### src/rtl/sw_fpga_pkg.sv
// sw_fpga_pkg: shared types and constants for the SW-core display path.
//   fmt_state_t  : state encoding of the binary-to-BCD formatter FSM
//   FMT_DATA_W   : default binary input width (26-bit timers, zero-extended score)
//   FMT_DIGITS   : default number of BCD digits driven to HEX0..HEX7
//   bcd_adj3()   : shift-add-3 correction for one BCD digit
package sw_fpga_pkg;

  typedef enum logic [1:0] {
    FMT_IDLE,
    FMT_SHIFT,
    FMT_DONE
  } fmt_state_t;

  localparam int unsigned FMT_DATA_W = 26;
  localparam int unsigned FMT_DIGITS = 8;

  // Digits entering a shift are always 0..9, so d+3 never exceeds 12 and
  // the correction stays inside the digit.
  function automatic logic [3:0] bcd_adj3(input logic [3:0] d);
    return (d >= 4'd5) ? (d + 4'd3) : d;
  endfunction

endpackage

### src/rtl/bcd_digit_adj.sv
// bcd_digit_adj: combinational add-3 correction applied to one BCD digit
// before each shift of the double-dabble accumulator.
//   digit_in  : current accumulator digit
//   digit_out : digit after the conditional +3
module bcd_digit_adj
  import sw_fpga_pkg::*;
(
  input  logic [3:0] digit_in,
  output logic [3:0] digit_out
);

  always_comb begin
    digit_out = bcd_adj3(digit_in);
  end

endmodule

### src/rtl/score_bcd_formatter.sv
// score_bcd_formatter: sequential binary-to-BCD converter (shift-add-3)
// sitting between the SW-core score/timer values and the seven-segment bank.
//   clk, rst_n : system clock, asynchronous active-low reset
//   i_valid    : request strobe, i_data sampled in the same cycle
//   i_data     : unsigned value to convert
//   i_clear    : synchronous clear of outputs, FSM and pending buffer
//   o_busy     : high while shifting
//   o_valid    : one-cycle pulse when o_bcd/o_blank/o_ovf update
//   o_bcd      : packed BCD, digit0 in [3:0], held until next o_valid
//   o_blank    : bit k set when digit k is a leading zero (bit 0 never set)
//   o_ovf      : value did not fit in DIGITS digits; o_bcd has the low digits
// Requests arriving while a conversion runs land in a one-deep pending
// buffer (last value wins) and are started straight from the DONE cycle.
module score_bcd_formatter
  import sw_fpga_pkg::*;
#(
  parameter int unsigned DATA_W = FMT_DATA_W,
  parameter int unsigned DIGITS = FMT_DIGITS
) (
  input  logic                  clk,
  input  logic                  rst_n,
  input  logic                  i_valid,
  input  logic [DATA_W-1:0]     i_data,
  input  logic                  i_clear,
  output logic                  o_busy,
  output logic                  o_valid,
  output logic [4*DIGITS-1:0]   o_bcd,
  output logic [DIGITS-1:0]     o_blank,
  output logic                  o_ovf
);

  localparam int unsigned ACC_W = 4 * DIGITS;
  localparam int unsigned CNT_W = $clog2(DATA_W + 1);
  localparam logic [DIGITS-1:0] BLANK_RST = {{(DIGITS-1){1'b1}}, 1'b0};

  fmt_state_t          state;
  fmt_state_t          state_nxt;

  logic [ACC_W-1:0]    acc;
  logic [ACC_W-1:0]    acc_adj;
  logic [DATA_W-1:0]   shreg;
  logic [CNT_W-1:0]    cnt;
  logic                ovf_sticky;
  logic                pend_full;
  logic [DATA_W-1:0]   pend_data;
  logic [DIGITS-1:0]   blank_nxt;

  for (genvar g = 0; g < DIGITS; g++) begin : g_adj
    bcd_digit_adj u_adj (
      .digit_in  (acc[4*g +: 4]),
      .digit_out (acc_adj[4*g +: 4])
    );
  end

  // A digit is blank when it and every digit above it are zero; digit 0 is
  // always shown so a zero value displays a single "0".
  always_comb begin
    logic zero_run;
    zero_run  = 1'b1;
    blank_nxt = '0;
    for (int unsigned k = DIGITS; k > 1; k--) begin
      zero_run       = zero_run & (acc[4*(k-1) +: 4] == 4'd0);
      blank_nxt[k-1] = zero_run;
    end
  end

  always_ff @(posedge clk or negedge rst_n) begin
    if (!rst_n) begin
      state <= FMT_IDLE;
    end else begin
      state <= state_nxt;
    end
  end

  // DATA_W shifts: the counter is loaded with DATA_W and the last shift is
  // the one taken while it reads 1.
  always_comb begin
    state_nxt = state;
    case (state)
      FMT_IDLE:  if (i_valid) state_nxt = FMT_SHIFT;
      FMT_SHIFT: if (cnt == CNT_W'(1)) state_nxt = FMT_DONE;
      FMT_DONE:  state_nxt = (i_valid || pend_full) ? FMT_SHIFT : FMT_IDLE;
      default:   state_nxt = FMT_IDLE;
    endcase
    if (i_clear) begin
      state_nxt = FMT_IDLE;
    end
  end

  always_comb begin
    o_busy = (state == FMT_SHIFT);
  end

  always_ff @(posedge clk or negedge rst_n) begin
    if (!rst_n) begin
      acc        <= '0;
      shreg      <= '0;
      cnt        <= '0;
      ovf_sticky <= 1'b0;
      pend_full  <= 1'b0;
      pend_data  <= '0;
      o_valid    <= 1'b0;
      o_bcd      <= '0;
      o_blank    <= BLANK_RST;
      o_ovf      <= 1'b0;
    end else if (i_clear) begin
      acc        <= '0;
      shreg      <= '0;
      cnt        <= '0;
      ovf_sticky <= 1'b0;
      pend_full  <= 1'b0;
      pend_data  <= '0;
      o_valid    <= 1'b0;
      o_bcd      <= '0;
      o_blank    <= BLANK_RST;
      o_ovf      <= 1'b0;
    end else begin
      o_valid <= 1'b0;
      case (state)
        FMT_IDLE: begin
          if (i_valid) begin
            shreg      <= i_data;
            acc        <= '0;
            cnt        <= CNT_W'(DATA_W);
            ovf_sticky <= 1'b0;
          end
        end
        FMT_SHIFT: begin
          {acc, shreg} <= {acc_adj[ACC_W-2:0], shreg, 1'b0};
          ovf_sticky   <= ovf_sticky | acc_adj[ACC_W-1];
          cnt          <= cnt - CNT_W'(1);
          if (i_valid) begin
            pend_data <= i_data;
            pend_full <= 1'b1;
          end
        end
        FMT_DONE: begin
          o_bcd   <= acc;
          o_blank <= blank_nxt;
          o_ovf   <= ovf_sticky;
          o_valid <= 1'b1;
          // A fresh request in this cycle wins over the buffered one.
          if (i_valid || pend_full) begin
            shreg      <= i_valid ? i_data : pend_data;
            acc        <= '0;
            cnt        <= CNT_W'(DATA_W);
            ovf_sticky <= 1'b0;
          end
          pend_full <= 1'b0;
        end
        default: begin
          pend_full <= 1'b0;
        end
      endcase
    end
  end

endmodule

### config.mk
export PLATFORM = sky130hd
export DESIGN_NAME = score_bcd_formatter
export DESIGN_NICKNAME = d
export VERILOG_FILES = /design/src/rtl/sw_fpga_pkg.sv /design/src/rtl/bcd_digit_adj.sv /design/src/rtl/score_bcd_formatter.sv
export SDC_FILE = /design/constraint.sdc
export NUM_CORES = 1
export LEC_CHECK = 0
export CAP_MARGIN = 30
export CELL_PAD_IN_SITES_DETAIL_PLACEMENT = 0
export CELL_PAD_IN_SITES_GLOBAL_PLACEMENT = 1
export CORE_UTILIZATION = 35
export CTS_CLUSTER_SIZE = 20
export DETAILED_ROUTE_END_ITERATION = 16
export HOLD_SLACK_MARGIN = 0.06
export PLACE_DENSITY_LB_ADDON = 0.1
export SYNTH_ARGS = -nofsm -noshare
export SYNTH_HDL_FRONTEND = slang
export SYNTH_SLANG_ARGS = --single-unit
### constraint.sdc
create_clock -name clk -period 5.43 [get_ports clk]
set_input_delay 0.543 -clock clk [delete_from_list [all_inputs] [get_ports clk]]
set_output_delay 0.543 -clock clk [all_outputs]
set_load 0.05 [all_outputs]
==> results of run 1 <==
## cell usage after synthesis, types with 2 or more instances
cell type,instances,area [µm²]
xnor2_1,8,70.1
inv_2,2,7.51
nand2_1,59,221
o2bb2ai_1,7,61.3
inv_1,26,97.6
clkbuf_1,32,120
a222oi_1,24,240
buf_1,2,7.51
a221o_1,2,20.0
dfrtp_1,127,3180
ha_1,28,350
a211o_1,2,17.5
buf_6,4,45.0
a211oi_2,10,125
o21ai_0,12,60.1
o311ai_1,8,70.1
nand2b_1,9,56.3
o21ai_1,3,15.0
mux2i_1,43,430
nor3b_1,14,105
o211ai_1,2,15.0
a21oi_1,75,375
and2_1,4,25.0
a32o_1,9,90.1
a211oi_1,18,135
buf_2,12,60.1
nor2_1,45,169
a22o_1,42,368
nor2b_1,3,18.8
dfstp_2,7,184
## layer usage
metal / vias up / track usage
li1: 2525 / -
met1: 2669 / 0.257
met4: 0 / 0.0685
met5: - / 0
met3: 14 / 0.0333
met2: 97 / 0.294
## kinds of logic after synthesis
| kind of cell | after synthesis | share of synthesized area |
|---|---|---|
| buffers and inverters | 79 | 0.0501 |
| DFF | 134 | 0.487 |
| and+or+nand+nor | 142 | 0.0974 |
| xor gates and xnor gates | 8 | 0.0102 |
| other | 1 | 0.000544 |
| muxes | 44 | 0.0640 |
| adders and majority gates | 28 | 0.0508 |
| AOI/OAI and AO/OA | 221 | 0.240 |
## worst paths after layout
check / to / cells after the start
min in group clk: pend_data[23] / 2
worst max register to register: cnt[0] / 6
worst min register to register: pend_data[23] / 2
worst max-delay path: cnt[0] / 6
max in group asynchronous: shreg[7] / 2
worst min-delay path: pend_data[10] / 1
## registers in the layout, indices dropped and copies added, names as in the netlist
| name | cells |
|---|---|
| o_bcd | 32 |
| cnt | 5 |
| ovf_sticky | 1 |
| state | 2 |
| acc | 32 |
| shreg | 26 |
| o_ovf | 1 |
| o_valid | 1 |
| pend_full | 1 |
| o_blank | 7 |
| pend_data | 26 |
## final cells by class
| type | count | area [µm²] |
|---|---|---|
| fillers | 1843 | 10600 |
| well taps | 260 | 325 |
| repair buffers | 82 | 832 |
| inverters | 28 | 105 |
| flip-flops and latches | 134 | 3360 |
| clock inverters | 8 | 70.1 |
| clock buffers | 24 | 512 |
| multi-input cells | 444 | 3210 |
## through the flow
step                total power, mW  instance area [µm²]  std cells
floorplan                      1.92                 6900        657
global placement               2.13                 7780        946
detailed placement             2.17                 7830        948
CTS                            3.31                 8410        980
global route                   3.47                 8410        980
finish                         3.27                 8410        980
## power by group
| group | switching [mW] | internal, mW | leakage [nW] |
|---|---|---|---|
| logic | 0.583 | 0.343 | 1.35 |
| clock network | 0.423 | 0.699 | 0.288 |
| registers | 0.0875 | 1.13 | 1.81 |
==> flow_metrics.py, run 1 <==
metrics = {
    "route": {
        "met3RoutedLength_um": 530,
        "top_layer": "met4",
        "first_iter_violations": 434,
        "dr_total_vias": 5305,
        "drc": 0,
        "wl_met2_um": 8090,
        "first_pass_iters": 6,
        "totalWireLength_um": 17600,
        "antenna_left": 0,
        "wirelength_met1_um": 8720,
        "vias_per_cell": 5.41,
        "detail_route.wl_per_cell_um": 17.9,
    },
    "cts": {
        "post_cts_resized": 0,
        "cts_root_buffer": "clkbuf_16",
        "cts_buffers": 17,
        "clkLatencyLatePin_ns": 0.42,
        "clk_pin_slew_worst_paths_ns": 0.06,
        "numClockSinks": 134,
        "cts_hold_buf": 0,
        "cts_tree": "done",
        "cts_buffer_depth": 2,
        "htreeDepth": 4,
        "postCtsSetupBuffers": 0,
    },
    "global_route": {
        "antenna_found_initial": 0,
        "overflow": 0,
        "grt_max_degree": 95,
        "grt_pass1_wl_um": 29500,
        "grtUsageTotal": 0.187,
        "grt_pass1_vias": 5496,
    },
    "worst_setup_path": {
        "crit_family": "simple AND/OR/NAND/NOR gates",
        "start_kind": "flop",
        "cp-startpoint": "state[0]",
        "cp-end-kind": "flop",
        "slowest_delay_ns": 0.52,
        "rr_startpoint": "state[0]",
        "arrival_ns": 3.29,
        "slowest_stage": "nand2b_1",
        "path_max_fanout": 29,
        "reg2reg_slack_ns": 2.44,
        "critPathBufInv": 1,
        "path_class": "reg2reg",
        "worstPathRequired_ns": 5.73,
        "crit_chain": "inv_1 > ha_4 > or3_4 > nand2b_1 > nand2_2 > mux2_2",
    },
    "floorplan": {
        "die_area_um2": 20300,
        "core-area_um2": 19000,
        "io_pins": 73,
        "die_y_um": 142,
        "fp-row-count": 50,
        "fp.dieW_um": 142,
        "start_util": 0.363,
    },
    "synth": {
        "ys.flop_type": "dfrtp_1",
        "async_reset_ff_frac": 1.00,
        "netlist_area_um2": 6900,
        "ys_seq_elements": 134,
        "synthesis.nets": 715,
        "synth.avg_cell_area_um2": 10.5,
        "yosysSeqAreaShare": 0.487,
        "ys_types": 48,
        "netlist_instances": 657,
        "synth_edf_count": 0,
        "ys_warn_count": 0,
    },
    "sta": {
        "fmax_mhz": 334,
        "finalCritPeriodShare": 0.551,
        "setup_viol": 0,
        "timing.hold.ws_ns": 0.241,
        "fin_ws_ns": 2.44,
        "hold_viol_final": 0,
        "final.min_clock_period_ns": 2.99,
        "skew_ns": 0.00585,
        "slew_violations": 0,
        "fin_setup_tns_ns": 0,
        "worstMarginPinSlew_ns": 0.894,
        "max_slew_margin": 0.404,
        "rsz0062_at_grt": "false",
    },
    "placement": {
        "placement.io_buffers": 71,
        "gp_congestion": 0.746,
        "place_ws_ns": 2.42,
        "dpl.hpwl_um": 10900,
    },
    "final_layout": {
        "nets": 765,
        "layout_commonest_cell": "dfrtp_1",
        "n_antenna_cell": 0,
        "drive_gt1_frac": 0.0972,
        "utilization": 0.442,
        "final_cell_mix": "dfrtp_1, a21oi_1, clkdlybuf4s50_1",
        "area_growth_pct": 22.0,
    },
    "run": {
        "maxCapViolations": 0,
    },
    "run_status": {
        "status": "finished clean",
    },
    "pwr": {
        "power_leakage_nw": 3.45,
        "ir_drop_mv": 0.284,
        "p_per_area_nw_per_um2": 389,
    },
    "worst_hold_path": {
        "hp-class": "in2async",
    },
}
Note: power is estimated with default switching activity, not from simulation.
==> inputs of run 2 (changes only) <==
==> constraint.sdc (replaced) <==
create_clock -name clk -period 3.1 [get_ports clk]
set_input_delay 0.31 -clock clk [delete_from_list [all_inputs] [get_ports clk]]
set_output_delay 0.31 -clock clk [all_outputs]
set_load 0.05 [all_outputs]
==> run 2 against run 1 <==
  * Fmax increased by 16%
  * Final area decreased by 0.86%
  * Power increased by 69%
  * Setup slack got worse by 1.9 ns
  * Final cell count increased by 0.31%
  * Global-route usage decreased by 0.23 points
  * Clock power increased by 58%
  * Die area unchanged
  * Largest power group unchanged
==> flow_metrics.py, run 2 (synthesized netlist as in run 1, its figures left out) <==
metrics = {
    "sta": {
        "rsz0062_at_grt": "false",
        "worstMarginPinSlew_ns": 0.770,
        "max_slew_margin": 0.486,
        "skew_ns": 0.0158,
        "final.min_clock_period_ns": 2.57,
        "finalCritPeriodShare": 0.829,
        "hold_viol_final": 0,
        "fmax_mhz": 389,
        "slew_violations": 0,
        "fin_setup_tns_ns": 0,
        "setup_viol": 0,
    },
    "pwr": {
        "switching_share": 0.343,
        "clockPowerShare": 0.321,
        "ir_drop_mv": 0.426,
        "p_per_area_nw_per_um2": 662,
        "power_leakage_nw": 3.42,
        "seq_power_share": 0.387,
        "p_int_mw": 3.62,
        "pwr-share-comb": 0.292,
        "switchingPower_mw": 1.89,
    },
    "worst_hold_path": {
        "holdPathEnd": "o_bcd[10]",
        "hold_depth": 2,
        "hold_path.startpoint": "i_clear",
        "hp-class": "in2reg",
    },
    "floorplan": {
        "fp-row-count": 50,
        "io_pins": 73,
        "fp.dieW_um": 142,
        "start_util": 0.363,
        "die_area_um2": 20300,
        "die_y_um": 142,
        "core-area_um2": 19000,
    },
    "global_route": {
        "use_met1": 0.258,
        "use_met2": 0.279,
        "use_met3": 0.0407,
        "busiest_layer": "met2",
        "grtUsageTotal": 0.185,
        "grt_max_degree": 81,
        "overflow": 0,
        "antenna_found_initial": 0,
        "grt_pass1_wl_um": 29200,
        "grt_pass1_vias": 5446,
    },
    "route": {
        "vias_per_cell": 5.37,
        "drc": 0,
        "dr_total_vias": 5279,
        "first_iter_violations": 489,
        "antenna_left": 0,
        "first_pass_iters": 7,
        "detail_route.wl_per_cell_um": 17.7,
        "totalWireLength_um": 17400,
    },
    "final_layout": {
        "drive_gt1_frac": 0.0913,
        "stdcell_area_um2": 8340,
        "n_antenna_cell": 0,
        "utilization": 0.439,
        "fin_cells": 983,
        "layout_commonest_cell": "dfrtp_1",
        "reg.largest.list": "acc: 32 flops, o_bcd: 32 flops",
        "final_cell_mix": "dfrtp_1, a21oi_1, clkdlybuf4s50_1",
        "nets": 768,
        "area_growth_pct": 20.9,
    },
    "worst_setup_path": {
        "path_max_fanout": 29,
        "rr_startpoint": "state[1]",
        "start_kind": "flop",
        "cp-end-kind": "flop",
        "path_class": "reg2reg",
        "worstRegToRegCells": 7,
        "r2r_end": "cnt[0]",
        "reg2reg_slack_ns": 0.53,
        "arrival_ns": 2.92,
        "worstPathRequired_ns": 3.45,
    },
    "cts": {
        "cts_buffer_depth": 2,
        "clk_pin_slew_worst_paths_ns": 0.06,
        "clkLatencyLatePin_ns": 0.42,
        "numClockSinks": 134,
        "cts_root_buffer": "clkbuf_16",
        "post_cts_resized": 0,
        "cts_hold_buf": 1,
        "cts_tree": "done",
        "cts_buffers": 17,
        "postCtsSetupBuffers": 0,
        "htreeDepth": 4,
    },
    "placement": {
        "placement.io_buffers": 71,
        "dpl.hpwl_um": 10900,
        "gp_congestion": 0.778,
        "placed_cell_area_um2": 7820,
        "placed_cells": 950,
    },
    "run": {
        "maxCapViolations": 0,
    },
    "run_status": {
        "status": "finished clean",
    },
}
run 2: routing by layer:
| layer | vias up | wire (µm) |
|---|---|---|
| met5 | - | 0 |
| met4 | 0 | 193 |
| met2 | 125 | 7840 |
| li1 | 2532 | - |
| met1 | 2611 | 8750 |
| met3 | 11 | 645 |
run 2: power groups by stage:
stage | logic [mW] | registers (mW) | clock network, mW
2_1_floorplan | 1.22 | 2.14 | 0
3_3_place_gp | 1.58 | 2.16 | 0
3_5_place_dp | 1.61 | 2.16 | 0
4_1_cts | 1.62 | 2.14 | 1.82
5_1_grt | 1.79 | 2.16 | 1.90
6_report | 1.61 | 2.14 | 1.77
run 2: worst max-delay path by stage:
stage / endpoint / start / slack [ns]
finish: cnt[0] / state[1] / 0.53
global route: cnt[0] / state[1] / 0.38
CTS: cnt[0] / state[1] / 0.51
detailed placement: cnt[0] / state[1] / 0.51
global placement: cnt[0] / state[1] / 0.59
floorplan: shreg[20] / state[1] / 0.91
run 2: critical path, cell delays in order (launching register included):
cell and delay [ns]:
dfrtp_1 0.42, inv_1 0.09, ha_1 0.29, or3_4 0.58, nand2b_1 0.20, buf_4 0.18
nand2_2 0.46, mux2_2 0.26
run 2: area by class of cell:
cell class / count / area [µm²]
tap: 260 / 325
fill: 1848 / 10700
timing repair buffer: 85 / 830
multi-input combinational: 444 / 3210
inverter: 28 / 105
clock inverter: 6 / 32.5
sequential: 134 / 3360
clock buffer: 26 / 479
run 2: through the flow:
step / setup WS (ns) / total power [mW] / hold slack (ns)
final: 0.529 / 5.52 / 0.372
after global routing: 0.384 / 5.85 / 0.386
after CTS: 0.511 / 5.58 / 0.370
after detailed placement: 0.514 / 3.78 / 0.424
after global placement: 0.591 / 3.74 / 0.411
after floorplan: 0.914 / 3.36 / 0.0144
